File: config.mk
export PLATFORM = sky130hd
export DESIGN_NAME = sprite_line_evaluator
export DESIGN_NICKNAME = d
export VERILOG_FILES = /design/src/rtl/sprite_pkg.sv /design/src/rtl/sprite_slot_bank.sv /design/src/rtl/sprite_line_evaluator.sv
export SDC_FILE = /design/constraint.sdc
export NUM_CORES = 1
export LEC_CHECK = 0
export BUFFER_PORTS_ARGS = -buffer_cell sky130_fd_sc_hd__buf_2
export CORE_MARGIN = 2
export CORE_UTILIZATION = 51
export CTS_CLUSTER_DIAMETER = 80
export DETAILED_ROUTE_END_ITERATION = 8
export PLACE_DENSITY = 0.82
export SLEW_MARGIN = 10
export SYNTH_ARGS = -nofsm -noshare
export SYNTH_HDL_FRONTEND = slang
export SYNTH_SLANG_ARGS = --single-unit
export TNS_END_PERCENT = 10
File: constraint.sdc
create_clock -name clk -period 2 [get_ports clk]
set_input_delay 0.2 -clock clk [delete_from_list [all_inputs] [get_ports clk]]
set_output_delay 0.2 -clock clk [all_outputs]
set_load 0.05 [all_outputs]
File: src/rtl/sprite_pkg.sv
// Shared types and constants for the sprite line evaluator.
// SPRITE_FLIP_EN widens the attribute word to carry vflip/hflip bits.
package sprite_pkg;

   localparam int unsigned SPR_SIZE  = 8;
   localparam int unsigned LOGICAL_W = 256;
   localparam int unsigned LOGICAL_H = 192;

`ifdef SPRITE_FLIP_EN
   localparam int unsigned ATTR_W = 18;
`else
   localparam int unsigned ATTR_W = 16;
`endif

   typedef enum logic [2:0] {
      StIdle,
      StAttrReq,
      StAttrChk,
      StRowReq,
      StRowStore
   } eval_state_e;

   typedef struct packed {
      logic       valid;
      logic [7:0] x;
      logic [7:0] row;
   } slot_t;

   function automatic logic [7:0] bit_rev8(input logic [7:0] b);
      logic [7:0] r;
      for (int i = 0; i < 8; i++) begin
         r[i] = b[7-i];
      end
      return r;
   endfunction

endpackage

File: src/rtl/sprite_slot_bank.sv
// Double-buffered slot storage: working set filled by the scan, display set
// updated only on commit.
module sprite_slot_bank
   import sprite_pkg::*;
#(
   parameter int unsigned SLOTS = 4
) (
   input  logic                 clk,
   input  logic                 rst,
   input  logic                 clear,
   input  logic                 wr_en,
   input  logic [7:0]           wr_x,
   input  logic [7:0]           wr_row,
   input  logic                 set_ovf,
   input  logic                 commit,
   output logic                 full,
   output logic [SLOTS-1:0]     slot_valid,
   output logic [8*SLOTS-1:0]   slot_x,
   output logic [8*SLOTS-1:0]   slot_row,
   output logic                 overflow
);

   localparam int unsigned CNT_W = $clog2(SLOTS + 1);

   slot_t            work_q [SLOTS];
   slot_t            disp_q [SLOTS];
   logic [CNT_W-1:0] fill_q;
   logic             work_ovf_q;
   logic             disp_ovf_q;

   assign full     = (fill_q == CNT_W'(SLOTS));
   assign overflow = disp_ovf_q;

   always_ff @(posedge clk) begin
      if (rst) begin
         for (int i = 0; i < SLOTS; i++) begin
            work_q[i] <= '0;
            disp_q[i] <= '0;
         end
         fill_q     <= '0;
         work_ovf_q <= 1'b0;
         disp_ovf_q <= 1'b0;
      end else begin
         // Commit samples the working set as it stood before any same-cycle clear or write.
         if (commit) begin
            for (int i = 0; i < SLOTS; i++) begin
               disp_q[i] <= work_q[i];
            end
            disp_ovf_q <= work_ovf_q;
         end
         if (clear) begin
            for (int i = 0; i < SLOTS; i++) begin
               work_q[i] <= '0;
            end
            fill_q     <= '0;
            work_ovf_q <= 1'b0;
         end else begin
            if (wr_en && !full) begin
               for (int i = 0; i < SLOTS; i++) begin
                  if (fill_q == CNT_W'(i)) begin
                     work_q[i] <= slot_t'{valid: 1'b1, x: wr_x, row: wr_row};
                  end
               end
               fill_q <= fill_q + CNT_W'(1);
            end
            if (set_ovf) begin
               work_ovf_q <= 1'b1;
            end
         end
      end
   end

   always_comb begin
      slot_valid = '0;
      slot_x     = '0;
      slot_row   = '0;
      for (int i = 0; i < SLOTS; i++) begin
         slot_valid[i]     = disp_q[i].valid;
         slot_x[8*i +: 8]   = disp_q[i].x;
         slot_row[8*i +: 8] = disp_q[i].row;
      end
   end

endmodule

File: src/rtl/sprite_line_evaluator.sv
// Scans the sprite attribute table for the next line and fills the slot bank.
// Define SPRITE_FLIP_EN for per-sprite vertical/horizontal flip.
module sprite_line_evaluator
   import sprite_pkg::*;
#(
   parameter int unsigned NUM_SPRITES = 8,
   parameter int unsigned SLOTS       = 4,
   parameter int unsigned IDX_W       = $clog2(NUM_SPRITES)
) (
   input  logic                 clk,
   input  logic                 rst,
   input  logic                 line_start,
   input  logic [7:0]           next_ly,
   input  logic                 line_commit,
   output logic                 attr_rd_en,
   output logic [IDX_W-1:0]     attr_rd_idx,
   input  logic [ATTR_W-1:0]    attr_rd_data,
   output logic                 row_rd_en,
   output logic [IDX_W+2:0]     row_rd_addr,
   input  logic [7:0]           row_rd_data,
   output logic [SLOTS-1:0]     slot_valid,
   output logic [8*SLOTS-1:0]   slot_x,
   output logic [8*SLOTS-1:0]   slot_row,
   output logic                 busy,
   output logic                 overflow,
   output logic                 late_err
);

   eval_state_e      state_q, state_d;
   logic [IDX_W-1:0] idx_q, idx_d;
   logic [7:0]       ly_q, ly_d;
   logic [7:0]       x_q, x_d;
   logic [2:0]       row_q, row_d;
   logic             late_err_q;

   logic [7:0]       attr_y;
   logic [7:0]       attr_x;
   logic [2:0]       hit_row;
   logic             hit;
   logic             last_idx;
   logic [7:0]       store_row;

   logic             bank_full;
   logic             bank_clear;
   logic             bank_wr;
   logic             bank_set_ovf;

   assign attr_y   = attr_rd_data[15:8];
   assign attr_x   = attr_rd_data[7:0];
   // Low three bits of (ly - y) depend only on the low three bits of each operand.
   assign hit_row  = ly_q[2:0] - attr_y[2:0];
   assign hit      = ({1'b0, ly_q} >= {1'b0, attr_y}) &&
                     ({1'b0, ly_q} < ({1'b0, attr_y} + 9'(SPR_SIZE)));
   assign last_idx = (idx_q == IDX_W'(NUM_SPRITES - 1));

`ifdef SPRITE_FLIP_EN
   logic hflip_q, hflip_d;
   logic vflip;

   assign vflip     = attr_rd_data[17];
   assign store_row = hflip_q ? bit_rev8(row_rd_data) : row_rd_data;

   always_ff @(posedge clk) begin
      if (rst) begin
         hflip_q <= 1'b0;
      end else begin
         hflip_q <= hflip_d;
      end
   end
`else
   assign store_row = row_rd_data;
`endif

   always_comb begin
      state_d      = state_q;
      idx_d        = idx_q;
      ly_d         = ly_q;
      x_d          = x_q;
      row_d        = row_q;
      attr_rd_en   = 1'b0;
      row_rd_en    = 1'b0;
      bank_clear   = 1'b0;
      bank_wr      = 1'b0;
      bank_set_ovf = 1'b0;
`ifdef SPRITE_FLIP_EN
      hflip_d      = hflip_q;
`endif

      unique case (state_q)
         StIdle: ;
         StAttrReq: begin
            attr_rd_en = 1'b1;
            state_d    = StAttrChk;
         end
         StAttrChk: begin
            if (hit) begin
               if (bank_full) begin
                  bank_set_ovf = 1'b1;
                  state_d      = StIdle;
               end else begin
                  x_d     = attr_x;
`ifdef SPRITE_FLIP_EN
                  row_d   = hit_row ^ {3{vflip}};
                  hflip_d = attr_rd_data[16];
`else
                  row_d   = hit_row;
`endif
                  state_d = StRowReq;
               end
            end else if (last_idx) begin
               state_d = StIdle;
            end else begin
               idx_d   = idx_q + IDX_W'(1);
               state_d = StAttrReq;
            end
         end
         StRowReq: begin
            row_rd_en = 1'b1;
            state_d   = StRowStore;
         end
         StRowStore: begin
            bank_wr = 1'b1;
            if (last_idx) begin
               state_d = StIdle;
            end else begin
               idx_d   = idx_q + IDX_W'(1);
               state_d = StAttrReq;
            end
         end
         default: state_d = StIdle;
      endcase

      // A new line always wins: abort any scan in flight and restart from sprite 0.
      if (line_start) begin
         bank_clear   = 1'b1;
         bank_wr      = 1'b0;
         bank_set_ovf = 1'b0;
         ly_d         = next_ly;
         idx_d        = '0;
         state_d      = StAttrReq;
      end
   end

   always_ff @(posedge clk) begin
      if (rst) begin
         state_q    <= StIdle;
         idx_q      <= '0;
         ly_q       <= '0;
         x_q        <= '0;
         row_q      <= '0;
         late_err_q <= 1'b0;
      end else begin
         state_q    <= state_d;
         idx_q      <= idx_d;
         ly_q       <= ly_d;
         x_q        <= x_d;
         row_q      <= row_d;
         late_err_q <= line_commit && busy;
      end
   end

   assign busy        = (state_q != StIdle);
   assign attr_rd_idx = idx_q;
   assign row_rd_addr = {idx_q, row_q};
   assign late_err    = late_err_q;

   sprite_slot_bank #(
      .SLOTS (SLOTS)
   ) u_slot_bank (
      .clk        (clk),
      .rst        (rst),
      .clear      (bank_clear),
      .wr_en      (bank_wr),
      .wr_x       (x_q),
      .wr_row     (store_row),
      .set_ovf    (bank_set_ovf),
      .commit     (line_commit),
      .full       (bank_full),
      .slot_valid (slot_valid),
      .slot_x     (slot_x),
      .slot_row   (slot_row),
      .overflow   (overflow)
   );

endmodule

==> run metrics, run 1 <==
status=finished with violations; failing checks=setup timing; Mapped Cells=around 540; leak pwr=3.73 nW; Crit Path Max Fanout=3; FP Rows=between 40 and 50; total track usage=0.205; Synth Warn #=0; synthesized area per cell=about 13 µm²; IO Pins=around 120; vias in the first global route=roughly 4500; Setup crit start=ly_q[0]; prevailing post-synth register cell=edfxtp_1; M2 GR Usage=0.337; DRT Pass-1 Iters=5; Setup WS post-layout=-0.0628 ns; Slew @ Worst Pin=between 1 and 1.5 ns; CTS Buf Count=17; crit path DAT=around 2.4 ns; core area=around 13000 µm²; Setup CP Type=flip-flop to flip-flop; endpoints failing setup=3; DR iter-0 viols=335; initial antenna violation count=0; Required @ worst endpoint=around 2.3 ns; Post-synth EDFFs=between 100 and 150; Max Slew Vio Count=0; Combinational Power Share=0.108; #FFs+latches synth=around 170; Rel. slew slack=0.268; Tmin final=2.06 ns; Clk pwr share=0.384; Cell Area, Synth=~7000 µm²; Syn Nets=about 600; max_cap viols=0; Seq pwr share=0.508; Psw=1.96 mW; via-per-instance ratio=about 5.4; register area share after synthesis=0.643; Hold Crit Class=input pin to flip-flop; Avg WL per Cell=about 17 µm; H-tree level count=4; Post-synth ARST share=0; clk slew on worst S/H paths=approximately 0.07 ns; RePlAce Congestion=around 0.9; hold slack=0.0119 ns; Place WS=-0.294 ns; clk_lat worst skew=approximately 0.42 ns; P&R area growth vs syn=22.6%; # diodes=0; root buf cell=clkbuf_16; Max IR drop VDD=0.000622 V; dpl cell area=7920 µm²; post-layout util=0.645; GR peak layer=met2; Die Span X=approximately 120 µm; RSZ-0062 raised after global routing=true; clk_skew=0.00727 ns; reg-to-reg startpoint=ly_q[0]; die area=14700 µm²; post-DP HPWL=9620 µm; startpoint type of the worst setup path=flip-flop; Max Buffers Root-to-Sink=2; fmax=0.485 GHz; crit end category=flip-flop; TritonCTS clock tree=yes; synth unique cells=~60; M1 GR Usage=0.257; share of layout cells above drive strength 1=0.340; clk sinks=between 150 and 200; internal power=between 5 and 6 mW; Die Y=121 µm; buffers added on ports=between 100 and 150; DRC errors left=0; total gr overflow=0; Final Cycle Share=1.03; Initial Util=0.526; met3 usage=0.0479; final antenna-violating net count=0; Final nets=729; Hold Crit Start=next_ly[2]; largest net degree at the start of global routing=70; DR vias=about 4600; first-pass GRT wire length=between 20000 and 25000 µm; power density over the cells=about 880 nW/µm²; Post-Route WL=14700 µm; Finished Cell Area=between 8000 and 9000 µm²; CTS Hold Bufs=0; Switching Share=0.258; final hold viol count=0
[logic make-up after synthesis]
family / synth area share
AO/OA/AOI/OAI: 0.0800
XOR/XNOR: 0.00624
adder cells (fa/ha/maj): 0.0403
buffers and inverters: 0.0378
flip-flops: 0.643
multiplexers: 0.0143
AND/OR/NAND/NOR: 0.178
[Yosys cell counts (10+ instances only)]
cell type,instances,area [µm²]
a22oi_2,10,125
ha_1,21,263
a21oi_1,18,90.1
dfxtp_1,50,1000
inv_1,18,67.6
and3_1,34,213
mux2i_1,10,100
nor2_1,26,97.6
nor2_2,10,62.6
clkbuf_1,22,82.6
edfxtp_1,117,3510
and2_1,88,551
[cell usage in the layout (no fill, tap or decap), drive strengths merged, types with 2 or more instances in the layout]
master / instances
dfxtp: 50
edfxtp: 117
nor2: 37
o311ai: 2
clkbuf: 18
a21oi: 18
o31a: 2
a31oi: 2
nor3b: 2
xnor2: 5
o2111ai: 2
nor3: 2
buf: 149
nand4: 9
clkinvlp: 3
clkinv: 6
inv: 22
mux2i: 10
and2: 89
and3: 34
o31ai: 9
a211oi: 4
ha: 21
a211o: 3
a22oi: 16
o21ai: 6
nor4: 2
nand2: 7
nand2b: 3
o21a: 3
a21o: 2
nand3: 9
or2: 4
nor2b: 2
[power by group through the flow]
stage                     registers (mW)  clock network [mW]  logic [mW]
after CTS                           3.86                2.97       0.783
after detailed placement            3.93                   0       0.757
after floorplan                     4.19                   0       0.250
after global placement              3.93                   0       0.739
final                               3.86                2.93       0.822
after global routing                3.87                3.10       0.875
[path summary, 6_finish.rpt]
path                               end  slack (ns)  cells past startpoint
min                            ly_q[2]        0.01                      3
max reg2reg                   row_q[1]       -0.06                     12
min reg2reg  u_slot_bank.work_q[3][16]        0.45                      1
max                           row_q[1]       -0.06                     12
[timing repair]
action	in CTS	in global routing
setup buffers	2	0
gates cloned	0	1
pin swaps	7	7
gates resized for setup	14	16
setup endpoints to repair	15	23
[routing by layer]
metal / part of all wire / wire, µm
met1: 0.41 / 6070
met5: 0 / 0
met4: 0.026 / 379
met3: 0.059 / 865
met2: 0.50 / 7350
[flip-flops by register name, indices dropped and copies added, names as in the netlist]
signal,count
u_slot_bank.overflow,1
x_q,8
u_slot_bank.fill_q,3
ly_q,8
u_slot_bank.disp_q,68
attr_rd_idx,3
state_q,3
late_err,1
u_slot_bank.work_q,68
row_q,3
u_slot_bank.work_ovf_q,1
[through the flow]
step	power [mW]	TNS [ns]	std cells
floorplan	4.44	-1.69	539
global placement	4.66	-2.38	825
detailed placement	4.69	-4.35	825
CTS	7.61	-0.0663	858
global route	7.85	-0.692	859
finish	7.61	-0.108	859
[critical path: stages, from the launching register on]
cell	delay, ns
dfxtp_2	0.32
inv_2	0.06
ha_4	0.12
inv_2	0.03
fa_2	0.35
a21oi_2	0.15
o21ai_2	0.10
a211oi_2	0.24
buf_4	0.18
buf_4	0.11
buf_4	0.09
o31ai_2	0.06
a21oi_1	0.17
[final cells by class]
cell class	count	area (µm²)
clock inverter	13	100
fill	981	4740
timing repair buffer	149	896
clock buffer	18	429
multi-input combinational	318	2380
inverter	18	67.6
sequential	167	4520
tap	176	220
(Power assumes the default switching activity.)
==> run 2, diff against run 1 <==
--- a/config.mk
+++ b/config.mk
@@ -11,6 +11,7 @@
 export CTS_CLUSTER_DIAMETER = 80
 export DETAILED_ROUTE_END_ITERATION = 8
 export PLACE_DENSITY = 0.82
+export SETUP_SLACK_MARGIN = 0.5
 export SLEW_MARGIN = 10
 export SYNTH_ARGS = -nofsm -noshare
 export SYNTH_HDL_FRONTEND = slang
==> run metrics, run 2 (synthesized netlist as in run 1, its figures left out) <==
status=completed; clk slew on worst S/H paths=0.06 ns (about the same); clk_lat worst skew=0.42 ns (about the same); Final Cycle Share=0.982 (-0.0490); DR iter-0 viols=426 (+27%); DR vias=4717 (+2.0%); RSZ-0062 raised after global routing=true; Initial Util=0.526 (unchanged); commonest non-fill, non-tap cell in the layout=edfxtp_1; DRC errors left=0 (unchanged); biggest registers after layout=u_slot_bank.disp_q: 68 flops, u_slot_bank.work_q: 68 flops; die area=14700 µm² (unchanged); total track usage=0.204 (-0.000990); clk_skew=0.00760 ns (+0.000337 ns); share of layout cells above drive strength 1=0.427 (+0.0877); power density over the cells=861 nW/µm² (-2.6%); Die Span X=121 µm (unchanged); fmax=0.509 GHz (+5.0%); buffers added on ports=117 (unchanged); total gr overflow=0 (unchanged); core area=13300 µm² (unchanged); Crit Path Max Fanout=15 (+12); Max IR drop VDD=0.000541 V (-13%); P&R area growth vs syn=28.4%; max_cap viols=0 (unchanged); first-pass GRT wire length=22500 µm (-1.2%); startpoint type of the worst setup path=flip-flop; commonest cells after routing, fill and taps aside=edfxtp_1, buf_2, and2_1, dfxtp_1; RePlAce Congestion=0.849 (-3.3%); Rel. slew slack=0.563 (+0.296); Max Slew Vio Count=0 (unchanged); Tmin final=1.96 ns (-0.0979 ns); initial antenna violation count=0 (unchanged); vias in the first global route=4444 (-0.60%); total power=7.76 mW (+2.0%); IO Pins=118 (unchanged); clk sinks=167 (unchanged); H-tree level count=4 (unchanged); post-DP HPWL=9670 µm (+0.54%); final-layout fill cell count=908 (-7.4%); post-layout util=0.675 (+0.0304); # diodes=0 (unchanged); Die Y=121 µm (unchanged); Setup CP Type=flip-flop to flip-flop; root buf cell=clkbuf_16; Slew @ Worst Pin=0.655 ns (-0.441 ns); Required @ worst endpoint=2.28 ns (-0.06 ns); leak pwr=3.78 nW (+1.3%); final antenna-violating net count=0 (unchanged); Post-Route WL=15300 µm (+4.4%); Max Buffers Root-to-Sink=2 (unchanged); DRT Pass-1 Iters=5 (unchanged); via-per-instance ratio=5.42 (+0.56%); TritonCTS clock tree=yes; final hold viol count=0 (unchanged); Hold Crit Class=input pin to flip-flop; largest net degree at the start of global routing=70 (unchanged); endpoints failing setup=0 (-3); CTS Buf Count=17 (unchanged); FP Rows=42 (unchanged); crit path DAT=2.25 ns (-0.16 ns); Final nets=740 (+1.5%); crit end category=flip-flop; Avg WL per Cell=17.6 µm (+2.9%)
-- run 2: changes by cell type in the layout (fill, tap and decap cells not counted), sizes merged --
| cell | before | now |
|---|---|---|
| buf | 149 | 159 |
| clkinv | 6 | 4 |
| and2 | 89 | 90 |
| bufinv | 0 | 1 |
| clkbuf | 18 | 19 |
| clkinvlp | 3 | 4 |
-- run 2: cell type report --
class                      instances  area [µm²]  share of cell area
timing repair buffer             159        1040               0.116
inverter                          18        67.6             0.00750
multi-input combinational        319        2600               0.289
tap                              176         220              0.0244
clock buffer                      19         433              0.0480
clock inverter                    13         123              0.0136
sequential                       167        4520               0.502
-- run 2: routing by layer --
metal | track usage | share of wire
met2 | 0.338 | 0.50
met3 | 0.0475 | 0.060
met5 | 0 | 0
met1 | 0.255 | 0.41
met4 | 0.0941 | 0.030
-- run 2: worst paths after layout --
kind / startpoint / endpoint / slack [ns] / cells past startpoint
hold reg to reg: u_slot_bank.work_q[3][16] / u_slot_bank.work_q[3][16] / 0.46 / 1
setup / recovery: ly_q[0] / attr_rd_idx[2] / 0.04 / 10
hold / removal: next_ly[6] / ly_q[6] / 0.01 / 3
setup reg to reg: ly_q[0] / attr_rd_idx[2] / 0.04 / 10
-- run 2: where the power goes --
| group | total (mW) | switching (mW) | internal [mW] |
|---|---|---|---|
| clock network | 3.07 | 1.34 | 1.73 |
| logic | 0.832 | 0.586 | 0.246 |
| registers | 3.86 | 0.0453 | 3.82 |
| total | 7.76 | 1.97 | 5.79 |
-- run 2: through the flow --
| step | hold WS [ns] | TNS (ns) | std cells | instance area, µm² | setup WS, ns |
|---|---|---|---|---|---|
| floorplan | 0.347 | 0 | 539 | 7160 | 0.0128 |
| global placement | 0.434 | -1.08 | 824 | 8000 | -0.0840 |
| detailed placement | 0.442 | -3.20 | 824 | 8000 | -0.255 |
| CTS | 0.000454 | 0 | 858 | 8590 | 0.0390 |
| global route | 0.0235 | -0.354 | 871 | 9010 | -0.0522 |
| finish | 0.0110 | 0 | 871 | 9010 | 0.0351 |
-- run 2: what timing repair did --
item | 4_1_cts | 5_1_grt
gates cloned | 1 | 2
setup buffers | 1 | 11
hold endpoints to repair | 0 | 0
gates resized for setup | 6 | 87
hold buffers | 0 | 0
endpoints found under the setup margin | 137 | 139
pin swaps | 6 | 52
-- run 2: critical path: stages, from the launching register on --
cell	delay [ns]
dfxtp_2	0.32
inv_2	0.06
ha_4	0.13
inv_2	0.03
fa_2	0.34
a21oi_2	0.14
o21ai_2	0.09
a211oi_4	0.28
buf_6	0.22
a211o_1	0.13
o311ai_1	0.10
